===== config.mk =====
export PLATFORM = sky130hd
export DESIGN_NAME = cond_logic_mc
export DESIGN_NICKNAME = d
export VERILOG_FILES = /design/src/rtl/cond_logic_mc.sv
export SDC_FILE = /design/constraint.sdc
export NUM_CORES = 1
export LEC_CHECK = 0
export ABC_AREA = 1
export CORE_MARGIN = 5
export CORE_UTILIZATION = 52
export DETAILED_ROUTE_END_ITERATION = 6
export PLACE_DENSITY = 0.85
export RECOVER_POWER = 25
export SETUP_SLACK_MARGIN = 0.05
export SLEW_MARGIN = 25
export SYNTH_ARGS = -nofsm -noshare
export SYNTH_HDL_FRONTEND = slang
export SYNTH_SLANG_ARGS = --single-unit

===== constraint.sdc =====
create_clock -name clk -period 2.6 [get_ports clk]
set_clock_uncertainty 0.2 [all_clocks]
set_input_delay 0.52 -clock clk [delete_from_list [all_inputs] [get_ports clk]]
set_output_delay 0.52 -clock clk [all_outputs]
set_load 0.005 [all_outputs]

===== src/rtl/cond_logic_mc.sv =====
// cond_logic_mc: conditional-execution stage behind the multicycle control FSM.
// Holds NZCV and evaluates the ARM condition field once per instruction, in the
// DECODE cycle. Gates the FSM write/branch strobes into the architectural enables
// and counts instructions whose condition failed.
module cond_logic_mc #(
   parameter int         CNT_W     = 16,
   parameter logic [3:0] FLAGS_RST = 4'b0000
) (
   input  logic             clk,
   input  logic             reset,
   input  logic [3:0]       Cond,
   input  logic [3:0]       ALUFlags,
   input  logic [1:0]       FlagW,
   input  logic             IRWrite,
   input  logic             NextPC,
   input  logic             Branch,
   input  logic             RegW,
   input  logic             MemW,
   output logic             PCWrite,
   output logic             RegWrite,
   output logic             MemWrite,
   output logic [3:0]       Flags,
   output logic             CondExR,
   output logic [CNT_W-1:0] SkipCnt
);

   localparam logic [CNT_W-1:0] CNT_MAX = '1;

   typedef enum logic [3:0] {
      C_EQ = 4'h0, C_NE = 4'h1, C_CS = 4'h2, C_CC = 4'h3,
      C_MI = 4'h4, C_PL = 4'h5, C_VS = 4'h6, C_VC = 4'h7,
      C_HI = 4'h8, C_LS = 4'h9, C_GE = 4'hA, C_LT = 4'hB,
      C_GT = 4'hC, C_LE = 4'hD, C_AL = 4'hE, C_NV = 4'hF
   } cond_e;

   logic dec_q;    // high during the DECODE cycle (cycle after FETCH)
   logic cond_ex;  // condition result against the current registered flags
   logic n, z, c, v;

   assign {n, z, c, v} = Flags;

   // Condition evaluation against registered flags; 1111 behaves like AL.
   always_comb begin
      cond_ex = 1'b1;
      case (cond_e'(Cond))
         C_EQ: cond_ex = z;
         C_NE: cond_ex = ~z;
         C_CS: cond_ex = c;
         C_CC: cond_ex = ~c;
         C_MI: cond_ex = n;
         C_PL: cond_ex = ~n;
         C_VS: cond_ex = v;
         C_VC: cond_ex = ~v;
         C_HI: cond_ex = c & ~z;
         C_LS: cond_ex = ~c | z;
         C_GE: cond_ex = (n == v);
         C_LT: cond_ex = (n != v);
         C_GT: cond_ex = ~z & (n == v);
         C_LE: cond_ex = z | (n != v);
         default: cond_ex = 1'b1;
      endcase
   end

   // Strobe gating is purely combinational so the FSM sees no extra latency.
   // CondExR clears asynchronously on reset, which forces the gated enables low.
   assign RegWrite = RegW & CondExR;
   assign MemWrite = MemW & CondExR;
   assign PCWrite  = NextPC | (Branch & CondExR);

   // DECODE marker: one cycle behind the FETCH strobe.
   always_ff @(posedge clk or posedge reset) begin
      if (reset) dec_q <= 1'b0;
      else       dec_q <= IRWrite;
   end

   // Latch the condition at the end of DECODE; back-to-back fetches re-latch.
   always_ff @(posedge clk or posedge reset) begin
      if (reset)      CondExR <= 1'b0;
      else if (dec_q) CondExR <= cond_ex;
   end

   // Flag halves update independently, gated by the already-latched condition,
   // so a write on the latching edge still uses the previous instruction's result.
   always_ff @(posedge clk or posedge reset) begin
      if (reset) begin
         Flags <= FLAGS_RST;
      end else begin
         if (FlagW[1] & CondExR) Flags[3:2] <= ALUFlags[3:2];
         if (FlagW[0] & CondExR) Flags[1:0] <= ALUFlags[1:0];
      end
   end

   // Squashed-instruction counter, saturating rather than wrapping.
   always_ff @(posedge clk or posedge reset) begin
      if (reset)                                     SkipCnt <= '0;
      else if (dec_q && !cond_ex && SkipCnt != CNT_MAX) SkipCnt <= SkipCnt + 1'b1;
   end

endmodule


==> flow_summary.yaml, run 1 <==
clock_network:
  numCtsBuffers: 3
  cts.sinks: 22
  clockBufferDepth: 2
  cts_tree: "done"
  cts_root_buf: "clkbuf_4"
  postCtsHoldBufs: 0
  clk_pin_slew_worst_paths_ps: 120
  clk_latency_ps: 310
  post_cts_buffers: 0
  cts_max_level: 1
  post_cts_resized: 0
timing:
  finalCritPeriodShare_pct: 88.27
  slew_violations: 0
  timing.fmax_mhz: 435.7
  slew_headroom_pct: 18.23
  hold_ws_ps: 342.8
  setup_ws_ps: 304.9
  tightest_slew_ps: 1226
  setup_violations: 0
  fin_tns_setup_ps: 0
  rsz0062_at_grt: "no"
  hold_viol_final: 0
  min_period_ps: 2295
yosys:
  ys_ff_latch: 22
  yosys-top-cells-count: "nand2_1, nand3_1, nor2_1, dfrtp_1, inv_1"
  synth_edf_count: 0
  synth_cells: 221
  syn_area_per_cell_sq_um: 6.788
  synthTopCellsByArea: "dfrtp_1, nand2_1, nand3_1, nor2_1, inv_1"
  synth_nets: 239
  synth-main-ff-cell: "dfrtp_1"
  async_reset_ff_share_pct: 100.0
  synth_top_cell_area_share_pct: 36.70
  syn-cell-area_sq_um: 1500
  synth_most_common_cell: "nand2_1"
  seq_area_frac_synth_pct: 36.70
  synth_cell_types: 22
  yosysTopAreaCell: "dfrtp_1"
  yosysWarnings: 0
finish:
  fin_util_pct: 70.74
  area_growth_pct: 30.02
  fin_nets: 281
  antenna_cells: 0
  drive_gt1_share_pct: 5.344
  fillers: 260
detailed_routing:
  drt-pass1-iter-count: 4
  viasPerCell: 5.089
  drcViolationCount: 0
  vias: 1491
  drt_iter0_drc: 111
  wirelength_um: 3567
  postRouteAntennaNets: 0
  routedWlPerCell_um: 12.17
global_routing:
  grt_overflow: 0
  grt_max_degree: 23
  first_global_vias: 1379
  grt_pass1_wl_um: 6306
  antenna_found_initial: 0
  grt_usage_pct: 18.86
worst_setup_path:
  cp-end-kind: "primary output"
  path_class: "input port to primary output"
  path_buf_inv: 3
  cpMaxStageDelayCell: "clkdlybuf4s50_1"
  worst-path-max-fanout: 1
  worstPathCellList: "clkdlybuf4s50_1, nand2_1, inv_1, clkdlybuf4s50_1"
  critPathArrivalTime_ps: 1580
  cp_top_family: "buffers and inverters"
  crit_required_ps: 1880
  crit_top_cell: "clkdlybuf4s50_1"
  startpoint_type: "input port"
  crit_path_max_incr_delay_ps: 500
power_and_ir_drop:
  ir_drop_mv: 0.4573
  power_frac_clock_pct: 19.1
  powerDensity_nw_per_um2: 524.5
  power.switching_mw: 0.3522
  p_int_mw: 0.6708
  swShare_pct: 34.43
  pwr-share-comb_pct: 35.5
  leakage_nw: 0.9426
  p_seq_share_pct: 45.5
job:
  cap_violations: 0
floorplanning:
  rows: 19
  start_util_pct: 54.40
  coreArea_sq_um: 2758
  die-height_um: 63.71
  boundaryPins: 41
  dieArea_sq_um: 4059
  fp.dieW_um: 63.71
placed_design:
  dp_hpwl_um: 2727
  numPortBuffers: 40
  dp_slack_ps: 129.9
  gp_congestion: 0.9595
hold_path:
  min_path_type: "flop to flop"
status:
  status: "finished clean"
[worst min-delay path: cells and delay by family, from the launching register on]
family	cells	cell delay, ps
flops	1	380
simple gates	2	140
[layer usage]
layer	vias to the layer above	GRT usage (%)	routed length [um]	part of all wire, %
met3	7	3.552	169	4.7
li1	774	-	-	-
met4	0	5.714	51	1.4
met1	679	25.47	1608	45
met5	-	0	0	0
met2	31	30.58	1737	49
[sequential cells by signal (all words and copies together) (netlist names)]
signal,count
CondExR,1
dec_q,1
SkipCnt,16
Flags,4
[final timing paths]
kind	to	slack [ps]	depth (start not counted)	start
max reg2reg	SkipCnt[2]	610	9	SkipCnt[0]
min in group asynchronous	SkipCnt[9]	820	3	reset
min reg2reg	CondExR	340	2	dec_q
max in group asynchronous	SkipCnt[3]	660	3	reset
max	RegWrite	300	4	RegW
min	CondExR	340	2	dec_q
[power by group through the flow]
stage | registers (mW) | logic [mW] | clock network, mW
after global routing | 0.476 | 0.403 | 0.211
after detailed placement | 0.472 | 0.368 | 0
after CTS | 0.466 | 0.369 | 0.200
final | 0.465 | 0.363 | 0.195
after floorplan | 0.463 | 0.192 | 0
after global placement | 0.471 | 0.359 | 0
[metrics by stage]
step	std cells	power (mW)	cell area [sq um]
after CTS	293	1.035	1954
after floorplan	221	0.6548	1500
after global placement	289	0.8305	1918
after detailed placement	289	0.8395	1918
after global routing	293	1.090	1951
final	293	1.023	1951
[cell families (layout without fill, tap and decap cells)]
| group | count (synthesis) | in the layout | share of synthesized area (%) |
|---|---|---|---|
| simple gates | 148 | 148 | 44.29 |
| buf+inv | 28 | 69 | 7.923 |
| flops | 22 | 22 | 36.70 |
| compound gates | 11 | 11 | 3.836 |
| xor+xnor | 11 | 11 | 6.422 |
| fa+ha+maj | 1 | 1 | 0.8339 |
[cell type report]
cell class | count | area (sq um) | share of cell area (%)
Sequential cell | 22 | 550.5 | 28.22
Timing Repair Buffer | 41 | 404.1 | 20.72
Tap cell | 31 | 38.79 | 1.988
Clock buffer | 4 | 36.28 | 1.860
Multi-Input combinational cell | 171 | 830.8 | 42.59
Inverter | 24 | 90.09 | 4.618
[layout by cell type, fill, tap and decap left out, drive strengths merged, types with 3 or more instances in the layout]
cell type      count
nand2             78
dfrtp             22
clkbuf             5
inv               23
nor2              32
a21oi              7
o21ai              3
clkdlybuf4s50     38
xor2               5
xnor2              6
nand3             37
No activity file was read; power rests on OpenSTA's default activity.
==> inputs of run 2 (changes only) <==
CORE_MARGIN = not set   (was 5)
==> run 2 against run 1 <==
  * Final cell count is 0.34% lower
  * Total power is 3.6% lower
  * Non-clock buffer count did not move
  * Combinational power hardly changed
  * Worst hold slack is essentially flat
  * Largest power group unchanged
  * Global-route usage rose by 4.7 points
==> flow_summary.yaml, run 2 (synthesis results as in run 1) <==
detailed_routing:
  postRouteAntennaNets: 0
  routedWlPerCell_um: 11.80
  drt_iter0_drc: 56
  wirelength_um: 3446
  drcViolationCount: 0
  met3_length_um: 203
  highest_layer: "met4"
  routed-wl-met2_um: 1562
  viasPerCell: 5.134
  vias: 1499
  drt-pass1-iter-count: 4
  wl_met1_um: 1629
floorplanning:
  start_util_pct: 54.87
  coreArea_sq_um: 2734
  boundaryPins: 41
  dieArea_sq_um: 3104
  rows: 19
  fp.dieW_um: 55.71
  die-height_um: 55.71
worst_setup_path:
  cp-end-kind: "primary output"
  crit_required_ps: 1880
  path_class: "input port to primary output"
  critPathArrivalTime_ps: 1600
  worst-path-max-fanout: 1
  startpoint_type: "input port"
placed_design:
  dp_hpwl_um: 2606
  place_inst: 289
  numPortBuffers: 40
  gp_congestion: 0.8796
  dp_slack_ps: 141.3
timing:
  setup_ws_ps: 279.2
  rsz0062_at_grt: "no"
  min_period_ps: 2321
  slew_headroom_pct: 24.31
  tightest_slew_ps: 1135
  hold_viol_final: 0
  slew_violations: 0
  timing.fmax_mhz: 430.9
  hold_ws_ps: 342.7
  finalCritPeriodShare_pct: 89.26
  setup_violations: 0
  fin_tns_setup_ps: 0
power_and_ir_drop:
  powerDensity_nw_per_um2: 509.4
  leakage_nw: 0.9354
  p_total_mw: 0.9867
  ir_drop_mv: 0.5311
finish:
  final_cells: 292
  final_common_cell: "nand2_1"
  fin_nets: 281
  final_cell_mix: "nand2_1, clkdlybuf4s50_1, nand3_1"
  top_register: "SkipCnt"
  area_growth_pct: 29.11
  drive_gt1_share_pct: 4.981
  largest_reg_flops: 16
  reg_top3: "SkipCnt: 16 flops, Flags: 4 flops"
  antenna_cells: 0
global_routing:
  first_global_vias: 1243
  grt_usage_pct: 23.58
  grt_overflow: 0
  antenna_found_initial: 0
  grt_max_degree: 23
  grt_pass1_wl_um: 5823
clock_network:
  cts_root_buf: "clkbuf_4"
  clk_pin_slew_worst_paths_ps: 110
  cts_max_level: 1
  post_cts_buffers: 0
  cts_tree: "done"
  postCtsHoldBufs: 0
  clk_latency_ps: 320
  post_cts_resized: 0
  numCtsBuffers: 3
  cts.sinks: 22
  clockBufferDepth: 2
status:
  status: "finished clean"
hold_path:
  min_path_type: "flop to flop"
job:
  cap_violations: 0
## run 2: cell types whose count changed in the layout (fill, tap and decap cells not counted)
| cell | delta |
|---|---|
| clkbuf_8 | -1 |
## run 2: worst paths after layout
path,slack [ps],endpoint,from,cells after the start
max in group asynchronous,730,Flags[2],reset,3
min,340,SkipCnt[5],SkipCnt[5],2
min in group asynchronous,790,SkipCnt[10],reset,3
min reg2reg,340,SkipCnt[5],SkipCnt[5],2
max reg2reg,580,SkipCnt[8],SkipCnt[1],9
max,280,MemWrite,MemW,4
## run 2: report_power, final
group / leakage, nW / switching, mW / internal (mW)
registers: 0.285 / 0.0725 / 0.394
clock network: 0.0138 / 0.103 / 0.0543
logic: 0.637 / 0.172 / 0.192
total: 0.935 / 0.347 / 0.640
## run 2: critical path: stages
cell and delay [ps]:
clkdlybuf4s50_1 470, nand2_1 60, inv_1 50, clkdlybuf4s50_1 500
## run 2: area by class of cell
type,instances,area [sq um]
clock buffers,3,22.52
fillers,233,797.0
inverters,24,90.09
multi-input cells,171,830.8
flip-flops and latches,22,550.5
well taps,31,38.79
repair buffers,41,404.1
## run 2: metal layers
layer,track usage [%],up-vias
met1,34.48,675
met4,8.571,0
met2,35.63,41
met5,0,-
met3,3.256,5
li1,-,778
## run 2: through the flow
| step | instance area (sq um) | utilization (%) |
|---|---|---|
| 6_report | 1937 | 70.85 |
| 5_1_grt | 1937 | 70.85 |
| 4_1_cts | 1941 | 70.98 |
| 3_5_place_dp | 1918 | 70.16 |
| 3_3_place_gp | 1918 | 70.16 |
| 2_1_floorplan | 1500 | - |
